[config.mk]
export PLATFORM = sky130hd
export DESIGN_NAME = chunk_arbiter_flat
export DESIGN_NICKNAME = d
export VERILOG_FILES = /design/src/rtl/chunk_arbiter_if.sv /design/src/rtl/chunk_arbiter.sv /design/src/flat_wrapper.sv
export SDC_FILE = /design/constraint.sdc
export NUM_CORES = 1
export LEC_CHECK = 0
export ABC_AREA = 1
export CORE_UTILIZATION = 56
export DETAILED_ROUTE_END_ITERATION = 8
export PLACE_DENSITY = 0.88
export SKIP_CTS_REPAIR_TIMING = 1
export SLEW_MARGIN = 15
export SYNTH_ARGS = -nofsm -noshare
export SYNTH_HDL_FRONTEND = slang
export SYNTH_SLANG_ARGS = --single-unit
[constraint.sdc]
create_clock -name clk_in -period 4.61 [get_ports clk_in]
set_clock_uncertainty 0.1 [all_clocks]
set_input_delay 0.461 -clock clk_in [delete_from_list [all_inputs] [get_ports clk_in]]
set_output_delay 0.461 -clock clk_in [all_outputs]
set_load 0.02 [all_outputs]
[src/rtl/chunk_arbiter_if.sv]
// Requester-side bus of chunk_arbiter: per-VTU read pulses and addresses in,
// shared response data plus one-hot owner strobe out.
interface chunk_arbiter_if #(
  parameter int NUM_REQ    = 4,
  parameter int ADDR_WIDTH = 12,
  parameter int DATA_WIDTH = 4
);
  logic [NUM_REQ*ADDR_WIDTH-1:0] req_addr;
  logic [NUM_REQ-1:0]            req_read_enable;
  logic [DATA_WIDTH-1:0]         resp_out;
  logic [NUM_REQ-1:0]            resp_valid;

  modport master (
    output req_addr, req_read_enable,
    input  resp_out, resp_valid
  );

  modport slave (
    input  req_addr, req_read_enable,
    output resp_out, resp_valid
  );
endinterface

[src/rtl/chunk_arbiter.sv]
// Round-robin arbiter sharing one chunk memory among NUM_REQ VTUs, with a tag FIFO
// routing in-order read data back to its requester. Define CHUNK_ARB_STATS_EN for grant/stall counters.
module chunk_arbiter #(
  parameter int NUM_REQ      = 4,
  parameter int ADDR_WIDTH   = 12,
  parameter int DATA_WIDTH   = 4,
  parameter int MAX_INFLIGHT = 4
) (
  input  logic                  clk_in,
  input  logic                  rst_in,
  chunk_arbiter_if.slave        req_bus,
  output logic [ADDR_WIDTH-1:0] mem_addr,
  output logic                  mem_read_enable,
  input  logic [DATA_WIDTH-1:0] mem_out,
  input  logic                  mem_valid,
  output logic                  busy,
  output logic                  err_sticky
`ifdef CHUNK_ARB_STATS_EN
  ,
  output logic [31:0]           stat_grants,
  output logic [31:0]           stat_stall_cycles
`endif
);

  localparam int IDX_W = $clog2(NUM_REQ);
  localparam int PTR_W = $clog2(MAX_INFLIGHT);
  localparam int CNT_W = PTR_W + 1;

  logic [NUM_REQ-1:0]    pending, pending_nxt;
  logic [ADDR_WIDTH-1:0] addr_q [NUM_REQ];
  logic [IDX_W-1:0]      rr_ptr, grant_idx;
  logic                  grant_found, do_grant, do_pop, dup_pulse, fifo_full;
  logic [IDX_W-1:0]      tag_mem [MAX_INFLIGHT];
  logic [PTR_W-1:0]      wr_ptr, rd_ptr;
  logic [CNT_W-1:0]      fifo_count, fifo_count_nxt;

  function automatic logic [IDX_W-1:0] wrap_idx(input logic [IDX_W-1:0] base, input int offset);
    int sum;
    sum = int'(base) + offset;
    return IDX_W'(sum % NUM_REQ);
  endfunction

  // A full FIFO may still take a grant when a response frees a slot in the same cycle.
  assign fifo_full = (fifo_count == CNT_W'(MAX_INFLIGHT));
  assign do_pop    = mem_valid && (fifo_count != '0);
  assign do_grant  = grant_found && (!fifo_full || do_pop);

  always_comb begin
    grant_found = 1'b0;
    grant_idx   = '0;
    for (int k = 0; k < NUM_REQ; k++) begin
      if (!grant_found && pending[wrap_idx(rr_ptr, k)]) begin
        grant_found = 1'b1;
        grant_idx   = wrap_idx(rr_ptr, k);
      end
    end
  end

  always_comb begin
    pending_nxt = pending;
    dup_pulse   = 1'b0;
    for (int i = 0; i < NUM_REQ; i++) begin
      if (req_bus.req_read_enable[i]) begin
        if (pending[i]) dup_pulse = 1'b1;
        else            pending_nxt[i] = 1'b1;
      end
    end
    if (do_grant) pending_nxt[grant_idx] = 1'b0;
    fifo_count_nxt = fifo_count + CNT_W'(do_grant) - CNT_W'(do_pop);
  end

  always_ff @(posedge clk_in) begin
    for (int i = 0; i < NUM_REQ; i++) begin
      if (req_bus.req_read_enable[i] && !pending[i])
        addr_q[i] <= req_bus.req_addr[i*ADDR_WIDTH +: ADDR_WIDTH];
    end
    if (do_grant) tag_mem[wr_ptr] <= grant_idx;
  end

  always_ff @(posedge clk_in) begin
    if (rst_in) begin
      pending            <= '0;
      rr_ptr             <= '0;
      wr_ptr             <= '0;
      rd_ptr             <= '0;
      fifo_count         <= '0;
      mem_addr           <= '0;
      mem_read_enable    <= 1'b0;
      req_bus.resp_out   <= '0;
      req_bus.resp_valid <= '0;
      busy               <= 1'b0;
      err_sticky         <= 1'b0;
    end else begin
      pending         <= pending_nxt;
      fifo_count      <= fifo_count_nxt;
      mem_read_enable <= do_grant;
      if (do_grant) begin
        mem_addr <= addr_q[grant_idx];
        wr_ptr   <= wr_ptr + PTR_W'(1);
        rr_ptr   <= wrap_idx(grant_idx, 1);
      end
      if (do_pop) begin
        req_bus.resp_out   <= mem_out;
        req_bus.resp_valid <= NUM_REQ'(1) << tag_mem[rd_ptr];
        rd_ptr             <= rd_ptr + PTR_W'(1);
      end else begin
        req_bus.resp_valid <= '0;
      end
      // Duplicate pulses and data with no outstanding tag are both protocol violations.
      if (dup_pulse || (mem_valid && fifo_count == '0)) err_sticky <= 1'b1;
      busy <= (|pending_nxt) || (fifo_count_nxt != '0) || do_grant;
    end
  end

`ifdef CHUNK_ARB_STATS_EN
  always_ff @(posedge clk_in) begin
    if (rst_in) begin
      stat_grants       <= '0;
      stat_stall_cycles <= '0;
    end else begin
      if (do_grant && stat_grants != '1) stat_grants <= stat_grants + 32'd1;
      if ((|pending) && !do_grant && stat_stall_cycles != '1)
        stat_stall_cycles <= stat_stall_cycles + 32'd1;
    end
  end
`endif

endmodule

[src/flat_wrapper.sv]
// flat-port wrapper written by rule: the top's interface ports become plain ports
module chunk_arbiter_flat 
#(
  parameter int NUM_REQ      = 4,
  parameter int ADDR_WIDTH   = 12,
  parameter int DATA_WIDTH   = 4,
  parameter int MAX_INFLIGHT = 4
)
  (clk_in, rst_in, mem_addr, mem_read_enable, mem_out, mem_valid, busy, err_sticky, req_bus_req_addr, req_bus_req_read_enable, req_bus_resp_out, req_bus_resp_valid);
  chunk_arbiter_if #(.NUM_REQ(NUM_REQ), .ADDR_WIDTH(ADDR_WIDTH), .DATA_WIDTH(DATA_WIDTH)) req_bus_i ();
  input  logic clk_in;
  input  logic rst_in;
  output logic [ADDR_WIDTH-1:0] mem_addr;
  output logic mem_read_enable;
  input  logic [DATA_WIDTH-1:0] mem_out;
  input  logic mem_valid;
  output logic busy;
  output logic err_sticky;
  input wire logic [$bits(req_bus_i.req_addr)-1:0] req_bus_req_addr;
  input wire logic [$bits(req_bus_i.req_read_enable)-1:0] req_bus_req_read_enable;
  output wire logic [$bits(req_bus_i.resp_out)-1:0] req_bus_resp_out;
  output wire logic [$bits(req_bus_i.resp_valid)-1:0] req_bus_resp_valid;
  assign req_bus_i.req_addr = req_bus_req_addr;
  assign req_bus_i.req_read_enable = req_bus_req_read_enable;
  assign req_bus_resp_out = req_bus_i.resp_out;
  assign req_bus_resp_valid = req_bus_i.resp_valid;
  chunk_arbiter #(.NUM_REQ(NUM_REQ), .ADDR_WIDTH(ADDR_WIDTH), .DATA_WIDTH(DATA_WIDTH), .MAX_INFLIGHT(MAX_INFLIGHT)) u_core (.clk_in(clk_in), .rst_in(rst_in), .req_bus(req_bus_i), .mem_addr(mem_addr), .mem_read_enable(mem_read_enable), .mem_out(mem_out), .mem_valid(mem_valid), .busy(busy), .err_sticky(err_sticky));
endmodule
==> metrics.cfg <==
[run_status]
status=finished clean

[synth]
synth_common_cells=97 x inv_1, 81 x nand2_1, 56 x edfxtp_1
synthCells=478
syn_avg_cell_area_sq_um=8.981
ys_warn_count=0
synth_most_common_cell=inv_1
yosys.area.top_type=edfxtp_1
synthTopCellsByArea=edfxtp_1 39%, dfxtp_1 18%, inv_1 8.5%
netlist-cell-type-count=27
synthesis.area_sq_mm=0.004293
ys_seq_elements=94
synth_nets=548
seq_area_frac_synth=0.5689
synth-edff-count=56
yosysTopAreaCellShare=0.3917
synthArstFlopShare=0
ys.flop_type=edfxtp_1

[timing]
drv_slew=0
setup_viol=0
relSlewSlack=0.2374
hold_viol_final=0
layout_setup_ws_ps=1037
rsz0062_at_grt=false
timing.fmax_mhz=279.9
fin_setup_tns_ps=0
fin_crit_sh=0.7751
worst_pin_slew_ps=1140
post-route-min-period_ps=3573

[final_layout]
area_growth_pct=23.81
fin_area_sq_mm=0.005315
diodes=0
drive_gt1_frac=0.06463
nets=622
fin_cells=656

[place]
dpl.cell_count=640
place.gp.congestion=0.9524
hpwlAfterDp_um=6803
numPortBuffers=81
dpl-instance-area_sq_mm=0.005117
pre_cts_ws_ps=1136

[setup_path]
reg2reg_depth=18
cp.required_ps=4770
critical-path-max-stage-delay_ps=560
path_cells=inv_2 -> nand2_1 -> nand2_2 -> nand2_2 -> nand2_2 -> nor2_4 -> nand3_4 -> nand2_2 -> ha_1 -> inv_1 -> ha_1 -> fa_1 -> inv_1 -> nand4_1 -> nor3_2 -> nand3_1 -> nand2_1 -> inv_1
start_kind=flip-flop
r2r-end=u_core.busy
timing.rr.start=u_core.rr_ptr[0]
end_kind=flip-flop
criticalPathCategory=flip-flop to flip-flop
cp_common_cell=nand2_2
crit_path_max_fanout=26
rrSetupSlack_ps=1040
critPathArrivalTime_ps=3730
cpMaxStageDelayCell=dfxtp_1

[power_and_ir_drop]
switching_power_mw=1.941
p_seq_frac=0.318
p_sw_frac=0.4753
worst_ir_drop_vdd_mv=0.3736
comb_power_share=0.547
powerDensity_mw_per_mm2=768.3
power_mw=4.084
power.internal_mw=2.143
p_clk_frac=0.135
power_leakage_nw=2.424

[min_path]
min_from=u_core.err_sticky
holdPathEnd=u_core.err_sticky
hp-class=flip-flop to flip-flop
whs_path_depth=2

[global_routing]
overflow=0
use_met3=0.04709
grt_pass1_vias=3447
grt_use_met1=0.3211
busiest_layer=met2
antenna_found_initial=0
grt_pass1_wl_um=15810
grt_usage=0.2688
use_met2=0.4683
grt_start_max_net_pins=31

[routing]
first_pass_iters=6
vias=3507
antenna_left=0
first_iter_violations=389
route.detailed.wl_per_inst_um=14.85
totalWireLength_um=9743
drc=0
avgViaCountPerCell=5.346

[floorplanning]
die_area_sq_mm=0.008020
row_count=31
pin_count=82
die_w_um=89.56
die_h_um=89.56
core-area_sq_mm=0.007331
start_util=0.5856

[clock_tree]
clockBufferDepth=2
tritoncts=built
insertion_delay_ps=360
clk_pin_slew_ps=90
clock-sinks=94
htreeDepth=3
ctsRootBufferMaster=clkbuf_8
cts_buffers=9

[run]
maxCapViolCount=0

registers in the layout, summed over array words and instances (netlist names), named ones only:
name and flops:
u_core.addr_q 48, u_core.busy 1, u_core.err_sticky 1, u_core.fifo_count 3
u_core.mem_addr 12, u_core.mem_read_enable 1, u_core.pending 4, u_core.rd_ptr 2
u_core.req_bus.resp_out 4, u_core.req_bus.resp_valid 4, u_core.rr_ptr 2, u_core.tag_mem 8
u_core.wr_ptr 2
cell usage in the layout, fill, tap and decap left out, types with 4 or more instances in the layout:
cell type	synthesis	routed
nor2_1	54	53
ha_1	10	10
nand4_1	26	26
edfxtp_1	56	56
nand2_2	9	9
clkdlybuf4s50_1	0	81
a21oi_1	13	13
nand2_1	81	81
o21ai_0	12	12
inv_1	97	97
clkbuf_8	0	9
inv_2	4	4
nand3_1	43	43
dfxtp_1	38	38
area by class of cell:
cell class	instances	area [sq um]
sequential	94	2442
tap	99	123.9
clock inverter	6	67.56
fill	497	2016
clock buffer	10	127.6
timing repair buffer	81	810.8
inverter	101	379.1
multi-input combinational	265	1364
cells by family after synthesis:
logic type                 Yosys count  share of synthesized area
and+or+nand+nor                    220                     0.2393
buffers and inverters              119                     0.1140
DFF                                 94                     0.5689
AOI/OAI and AO/OA                   32                    0.03993
adders and majority gates           11                    0.03381
xor gates and xnor gates             2                   0.004081
power groups by stage:
stage                     Combinational, mW  Clock (mW)  Sequential [mW]
final                                  2.23       0.552             1.30
after floorplan                        1.65           0             1.35
after detailed placement               2.18           0             1.31
after CTS                              2.21       0.558             1.29
after global placement                 2.09           0             1.30
after global routing                   2.51       0.584             1.32
routing by layer:
metal | vias to the layer above | wire length [um]
met4 | 0 | 237
met5 | - | 0
met1 | 1595 | 3784
li1 | 1679 | -
met3 | 24 | 837
met2 | 209 | 4883
metrics by stage:
stage	hold slack, ps	util
floorplan	335.6	-
global placement	354.2	0.6981
detailed placement	363.7	0.6981
CTS	391.8	0.7247
global route	419.1	0.7250
finish	388.1	0.7250
critical path: cells and delay by family, from the launching register on:
kind / cells / cell delay, ps
AND/OR/NAND/NOR: 11 / 1570
buffers and inverters: 4 / 360
flip-flops: 1 / 560
adder cells (fa/ha/maj): 3 / 880
worst max-delay path by stage:
stage	from	to	slack, ps	cells past startpoint
floorplan	u_core.rr_ptr[0]	u_core.busy	1800	18
CTS	u_core.rr_ptr[0]	u_core.busy	1090	18
finish	u_core.rr_ptr[0]	u_core.busy	1040	18
detailed placement	u_core.rr_ptr[0]	u_core.busy	1140	18
global route	u_core.rr_ptr[0]	u_core.busy	760	18
global placement	u_core.rr_ptr[0]	u_core.busy	1310	18
Note: power is estimated with default switching activity, not from simulation.
